**src/rtl/root_5_pkg.sv**
```systemverilog
// root_5_pkg: shared FSM encoding, multiply-step count and result-width helper for the fifth-root unit.
package root_5_pkg;
    typedef enum logic [2:0] {IDLE, TRIAL, MUL, CMP, DONE} state_t;
    localparam int MUL_STEPS = 4;
    function automatic int calc_rw(input int w);
        return (w + 4) / 5;
    endfunction
endpackage

```
**src/rtl/pow_5_multicycle.sv**
```systemverilog
// pow_5_multicycle: loads t on start, then multiplies the accumulator by t MUL_STEPS times to reach t^5.
module pow_5_multicycle
    import root_5_pkg::*;
#(
    parameter int rw = 2
) (
    input  logic            clk,
    input  logic            rst,
    input  logic            clk_en,
    input  logic            start_i,
    input  logic [rw-1:0]   t_i,
    output logic            done_o,
    output logic [5*rw-1:0] acc_o
);
    localparam int pw = 5 * rw;
    logic [pw-1:0] acc_q, acc_d;
    logic [1:0]    mcnt_q, mcnt_d;
    logic          busy_q, busy_d;
    // done_o flags the edge that performs the final multiply
    assign done_o = busy_q && (mcnt_q == 2'(MUL_STEPS - 1));
    assign acc_o  = acc_q;
    always_comb begin
        acc_d  = start_i ? pw'(t_i) : busy_q ? pw'(acc_q * pw'(t_i)) : acc_q;
        mcnt_d = start_i ? 2'd0 : busy_q ? mcnt_q + 2'd1 : mcnt_q;
        busy_d = start_i | (busy_q & ~done_o);
    end
    always_ff @(posedge clk) begin
        if (rst) begin
            acc_q  <= '0;
            mcnt_q <= '0;
            busy_q <= 1'b0;
        end else if (clk_en) begin
            acc_q  <= acc_d;
            mcnt_q <= mcnt_d;
            busy_q <= busy_d;
        end
    end
endmodule

```
**src/rtl/root_5_sequential.sv**
```systemverilog
// root_5_sequential: restoring bit-serial floor fifth root with valid/ready handshakes on both sides.
module root_5_sequential
    import root_5_pkg::*;
#(
    parameter  int w  = 8,
    localparam int rw = calc_rw(w)
) (
    input  logic          clk,
    input  logic          rst,
    input  logic          clk_en,
    input  logic          x_vld,
    output logic          x_rdy,
    input  logic [w-1:0]  x,
    output logic          res_vld,
    input  logic          res_rdy,
    output logic [rw-1:0] res,
    output logic          res_exact
);
    localparam int pw = 5 * rw;
    localparam int iw = $clog2(rw + 1);
    state_t         state_q, state_d;
    logic [w-1:0]   x_q, x_d;
    logic [rw-1:0]  r_acc_q, r_acc_d, t;
    logic           exact_q, exact_d, start, mul_done;
    logic [iw-1:0]  i_q, i_d;
    logic [pw-1:0]  acc, xz;
    assign t         = r_acc_q | (rw'(1) << i_q);
    assign xz        = pw'(x_q);
    assign x_rdy     = state_q == IDLE;
    assign res_vld   = state_q == DONE;
    assign res       = r_acc_q;
    assign res_exact = exact_q;
    pow_5_multicycle #(.rw(rw)) u_pow (
        .clk    (clk),
        .rst    (rst),
        .clk_en (clk_en),
        .start_i(start),
        .t_i    (t),
        .done_o (mul_done),
        .acc_o  (acc)
    );
    always_comb begin
        state_d = state_q;
        x_d     = x_q;
        r_acc_d = r_acc_q;
        exact_d = exact_q;
        i_d     = i_q;
        start   = 1'b0;
        case (state_q)
            IDLE: if (x_vld) begin
                state_d = TRIAL;
                x_d     = x;
                r_acc_d = '0;
                exact_d = x == '0;
                i_d     = iw'(rw - 1);
            end
            TRIAL: begin
                start   = 1'b1;
                state_d = MUL;
            end
            MUL: state_d = mul_done ? CMP : MUL;
            CMP: begin
                // exactness only tracks accepted trials, so it always matches the final root
                if (acc <= xz) begin
                    r_acc_d = t;
                    exact_d = acc == xz;
                end
                state_d = (i_q == '0) ? DONE : TRIAL;
                i_d     = (i_q == '0) ? i_q : i_q - 1'b1;
            end
            DONE: state_d = res_rdy ? IDLE : DONE;
            default: state_d = IDLE;
        endcase
    end
    always_ff @(posedge clk) begin
        if (rst) begin
            state_q <= IDLE;
            x_q     <= '0;
            r_acc_q <= '0;
            exact_q <= 1'b0;
            i_q     <= '0;
        end else if (clk_en) begin
            state_q <= state_d;
            x_q     <= x_d;
            r_acc_q <= r_acc_d;
            exact_q <= exact_d;
            i_q     <= i_d;
        end
    end
endmodule

```
**config.mk**
```make
export PLATFORM = sky130hd
export DESIGN_NAME = root_5_sequential
export DESIGN_NICKNAME = d
export VERILOG_FILES = /design/src/rtl/root_5_pkg.sv /design/src/rtl/pow_5_multicycle.sv /design/src/rtl/root_5_sequential.sv
export SDC_FILE = /design/constraint.sdc
export NUM_CORES = 1
export LEC_CHECK = 0
export CORE_MARGIN = 3
export CORE_UTILIZATION = 50
export DETAILED_ROUTE_END_ITERATION = 7
export HOLD_SLACK_MARGIN = 0.1
export PLACE_DENSITY = 0.73
export SYNTH_ARGS = -nofsm -noshare
export SYNTH_HDL_FRONTEND = slang
export SYNTH_HIERARCHICAL = 1
export SYNTH_SLANG_ARGS = --single-unit
```
**constraint.sdc**
```tcl
create_clock -name clk -period 3.2 [get_ports clk]
set_clock_uncertainty 0.05 [all_clocks]
set_input_delay 0.64 -clock clk [delete_from_list [all_inputs] [get_ports clk]]
set_output_delay 0.64 -clock clk [all_outputs]
set_load 0.01 [all_outputs]
```
Word level (Yosys, flattened, before mapping) --
Index checks and enable logic that the tools add are counted.
Storage, ports and cells: word-level logic and storage cells 56, register bits 29
Operators by class: add/sub/neg operators 2, magnitude comparators 1, muxes and demuxes 19, equality and inequality tests 9, reductions and logical operators 11, multiply operators 1, bitwise logic cells 4, shift operators 1
Operators by type and width (count):
- two-way mux 10 bit | 2
- one-hot mux 3 bit (5 select lines) | 1
- two-way mux 2 bit | 6
- equality test 10 x 8 -> 1 bit | 1
- less-or-equal comparator 10 x 8 -> 1 bit | 1
- multiplier 10 x 2 -> 10 bit | 1
- two-way mux 3 bit | 3
- logical NOT 8 bit | 1
- one-hot mux 2 bit (2 select lines) | 2
- AND reduction 4 bit | 2
- equality test 3 x 2 -> 1 bit (second input constant) | 2
- != test 2 bit (second input constant) | 3
- two-way mux 1 bit | 4
- AND reduction 2 bit | 2
- nonzero test 2 bit | 2
- equality test 3 x 1 -> 1 bit (second input constant) | 1
- equality test 3 bit (second input constant) | 1
- logical NOT 3 bit | 1
- AND reduction 3 bit | 1
- adder 2 x 1 -> 2 bit (second input constant) | 1
- equality test 2 bit (second input constant) | 1
- logical NOT 2 bit | 1
- OR 2 bit | 1
- one-hot mux 1 bit (2 select lines) | 1
- 6 further kinds | 6

Longest topological paths before layout --
depth after elaboration 5, mapped depth 12, gate-level depth less buffers 11

Modules after synthesis --
Netlist, hierarchy kept.
By module, submodules not included:
- root_5_sequential | cells each 121, area an instance 1014.7 um2, instances 1
- pow_5_multicycle | cells each 105, area an instance 939.7 um2, instances 1

Worst setup path after synthesis --
OpenSTA, ideal clock, no wires.
path kind reg2reg, start register i_q[0], end register u_pow.acc_q[9], in the netlist u_pow/acc_o[9], path buffers 1, data required time 3.028 ns, cell stages (with the launch flop) 13, clock period less this slack 2.765 ns, slack 0.435 ns, arrival 2.593 ns, path through dfxtp_1 > inv_1 > ha_1 > or2_2 > clkbuf_1 > and2_1 > ha_1 > fa_1 > nand3_1 > a21oi_1 > and3b_1 > xor2_1 > a221o_1
On the way: word-level cells in the longest chain between the ends 5
RTL lines:
- from (decl) | line root_5_sequential.sv:25 | logic [iw-1:0] i_q, i_d;
- from (signal assigned) | line root_5_sequential.sv:87 | i_q <= i_d;
- left shift 1 x 2 -> 2 bit | line root_5_sequential.sv:27 | assign t = r_acc_q | (rw'(1) << i_q);
- OR 2 bit | line root_5_sequential.sv:27
- named net t[0] | line root_5_sequential.sv:23 | logic [rw-1:0] r_acc_q, r_acc_d, t;
- multiplier 10 x 2 -> 10 bit | line pow_5_multicycle.sv:23 | acc_d = start_i ? pw'(t_i) : busy_q ? pw'(acc_q * pw'(t_i)) : acc_q;
- two-way mux 10 bit (2 in series) | line pow_5_multicycle.sv:23
- to (signal assigned) | line pow_5_multicycle.sv:29 | acc_q <= '0;
- to (signal assigned) | line pow_5_multicycle.sv:33 | acc_q <= acc_d;
- to (decl) | line pow_5_multicycle.sv:16 | logic [pw-1:0] acc_q, acc_d;
The timed path passes the listed nets, and every way through them passes these cells. The select of a mux whose other input is x is not followed. A chain may end at the register's enable or synchronous reset.

Worst setup path after layout --
Same ends and word-level chain as after synthesis.

==> results.sh <==
export IMPL_status="completed"
export IMPL_worstSetupStartpointType="register"
export IMPL_vias_per_cell=5.70
export IMPL_grt_overflow=0
export IMPL_avgSynthCellArea_um2=8.65
export IMPL_synth_top_area_share_pct=29.7
export IMPL_drcViolationCount=0
export IMPL_layout_common_cells="29 x dfxtp_1, 24 x nor2_1, 19 x ha_1"
export IMPL_worst_slew_pin_slew_ns=0.714
export IMPL_grtUsageTotal_pct=19.9
export IMPL_cts_tree="built"
export IMPL_clkTransAtPathRegs_ns=0.06
export IMPL_clkLatencyLatePin_ns=0.28
export IMPL_drive_gt1_share_pct=7.00
export IMPL_grt_pass1_wl_um=7030
export IMPL_grt_max_degree=18
export IMPL_yosysUniqueCellTypes=50
export IMPL_io_buffer_count=17
export IMPL_multi_input_area_um2=1270
export IMPL_coreArea_um2=3720
export IMPL_hold_viol=0
export IMPL_ys_ff_latch=29
export IMPL_ys_flop_type="dfxtp_1"
export IMPL_critPathMaxFanout=12
export IMPL_grt_antenna_before_repair=0
export IMPL_rr_startpoint="i_q[0]$_SDFFE_PP0P_"
export IMPL_rows=22
export IMPL_postCtsSetupBuffers=0
export IMPL_areaGrowthSynthToFinish_pct=14.5
export IMPL_yosys_top_cells_area="dfxtp_1 30%, ha_1 12%, mux2i_1 5.6%"
export IMPL_dr_pass1_iters=4
export IMPL_wire_per_inst_um=14.6
export IMPL_hp_start="x_q[5]$_SDFFE_PP0P_"
export IMPL_ir_drop_v=0.000226
export IMPL_nets=276
export IMPL_post_route_period_util_pct=91.9
export IMPL_ant_nets=0
export IMPL_p_leak_uw=0.000946
export IMPL_final_setup_viol_count=0
export IMPL_ys_warnings_count=6
export IMPL_cts_repair_resized=0
export IMPL_synth_area_um2=1950
export IMPL_synth_top_area_cell="dfxtp_1"
export IMPL_drv_slew=0
export IMPL_numCtsBuffers=5
export IMPL_min_to="x_q[5]$_SDFFE_PP0P_"
export IMPL_endpoint_kind="register"
export IMPL_cp_required_ns=3.32
export IMPL_root_buffer="clkbuf_8"
export IMPL_regToRegSetupSlack_ns=0.26
export IMPL_period_needed_ns=2.94
export IMPL_finalPower_uw=845
export IMPL_h_tree_depth=2
export IMPL_arrival_ns=3.06
export IMPL_dieArea_um2=4690
export IMPL_routed_wl_um=4240
export IMPL_syn_inst=226
export IMPL_dp_hpwl_um=3170
export IMPL_via_count=1658
export IMPL_seq_area_frac_synth_pct=29.7
export IMPL_cts_max_path_buffers=2
export IMPL_slew_limit_headroom_pct=51.7
export IMPL_grt_pass1_vias=1565
export IMPL_path_class="register to register"
export IMPL_gp_congestion=0.817
export IMPL_die_w_um=68.5
export IMPL_fin_tns_setup_ns=0
export IMPL_ioPinCount=18
export IMPL_pwr_density_cell_nw_per_um2=377
export IMPL_diodes=0
export IMPL_n_fill_cell=351
export IMPL_async_reset_ff_share_pct=0
export IMPL_rsz0062_at_grt="false"
export IMPL_synth_edf_count=0
export IMPL_r2r_end="u_pow/acc_o[9]$_SDFFE_PP0P_"
export IMPL_clock_sinks=29
export IMPL_hold_path_class="register to register"
export IMPL_drtIter0Drc=102
export IMPL_die_h_um=68.5
export IMPL_reg2reg_depth=11
export IMPL_postCtsHoldBufs=0
export IMPL_min_delay_path_depth=2
export IMPL_synth_nets=259
export IMPL_fmax_ghz=0.340
export IMPL_start_util_pct=52.6
export IMPL_seq_area_um2=581
export IMPL_final_common_cell="dfxtp_1"
export IMPL_maxCapViolCount=0
## per-layer routing
metal  share of wire, %  wire (um)  vias to the layer above  GRT usage (%)
li1                   -          -                      839              -
met1                 48       2050                      778           27.0
met2                 47       1980                       36           31.2
met3                3.9        164                        5           3.89
met4                1.2         53                        0           6.70
met5                  0          0                        -              0
## synth_stat cells (3+ instances only)
cell,count
a22o_1,3
a22oi_1,6
clkbuf_1,5
mux2i_1,11
and2_1,17
dfxtp_1,29
and3b_1,3
and3_1,4
ha_1,19
a21oi_1,15
xnor2_1,3
inv_1,12
nor4_1,5
nand2b_1,4
nor2_1,24
nor3b_1,3
o21ai_0,5
nand3_1,4
nand4_1,3
a21o_1,3
nand2_1,9
xor2_1,3
## worst max-delay path, cell delays in order, from the launching register on
cell and delay, ns:
dfxtp_1 0.34, inv_1 0.08, ha_1 0.27, or2_2 0.40
and2_1 0.20, ha_1 0.23, fa_1 0.43, nand3_1 0.11
a21oi_1 0.06, and3b_1 0.26, xor2_1 0.09, a221o_1 0.29
## cell families (layout without fill, tap and decap cells)
group           after synthesis  in the layout  synth area share, %
buf+inv                      22             39                 5.12
mux                          11             11                 5.63
flops                        29             29                 29.7
xor+xnor                      6              6                 2.69
fa+ha+maj                    20             20                 13.2
compound gates               49             49                 17.9
simple gates                 89             89                 25.8
## power breakdown
| part | switching (uW) | internal (uW) |
|---|---|---|
| Sequential | 15.9 | 376 |
| Combinational | 76.6 | 67.6 |
| Clock | 138 | 170 |
| Total | 231 | 614 |
## state kept, by name (all words and copies together) (netlist names)
register and count:
u_pow/acc_o 10, x_q 8, state_q 3, i_q 2, res 2, u_pow/mcnt_q 2, res_exact 1, u_pow/busy_q 1
## cell type report
cell class	instances	area share (%)
multi-input combinational	175	56.9
sequential	29	25.9
timing repair buffer	20	8.61
clock buffer	7	3.86
tap	48	2.68
inverter	12	2.01
## how the worst max path moves through the flow
| stage | startpoint | end | cells after the start |
|---|---|---|---|
| after CTS | i_q[0]$_SDFFE_PP0P_ | u_pow/acc_o[9]$_SDFFE_PP0P_ | 11 |
| after global placement | i_q[0]$_SDFFE_PP0P_ | u_pow/acc_o[9]$_SDFFE_PP0P_ | 11 |
| final | i_q[0]$_SDFFE_PP0P_ | u_pow/acc_o[9]$_SDFFE_PP0P_ | 11 |
| after global routing | i_q[0]$_SDFFE_PP0P_ | u_pow/acc_o[9]$_SDFFE_PP0P_ | 11 |
| after detailed placement | i_q[0]$_SDFFE_PP0P_ | u_pow/acc_o[9]$_SDFFE_PP0P_ | 11 |
| after floorplan | i_q[0]$_SDFFE_PP0P_ | u_pow/acc_o[9]$_SDFFE_PP0P_ | 12 |
## per-stage QoR
step | hold WS [ns] | utilization [%] | instance area, um2 | instances | worst slack [ns]
finish | 0.449 | 60.2 | 2240 | 291 | 0.260
global route | 0.475 | 60.2 | 2240 | 291 | 0.108
CTS | 0.453 | 60.2 | 2240 | 291 | 0.278
detailed placement | 0.434 | 57.9 | 2150 | 284 | 0.285
global placement | 0.419 | 57.9 | 2150 | 284 | 0.405
floorplan | 0.406 | - | 1950 | 226 | 0.435
No activity file was read; power rests on OpenSTA's default activity.
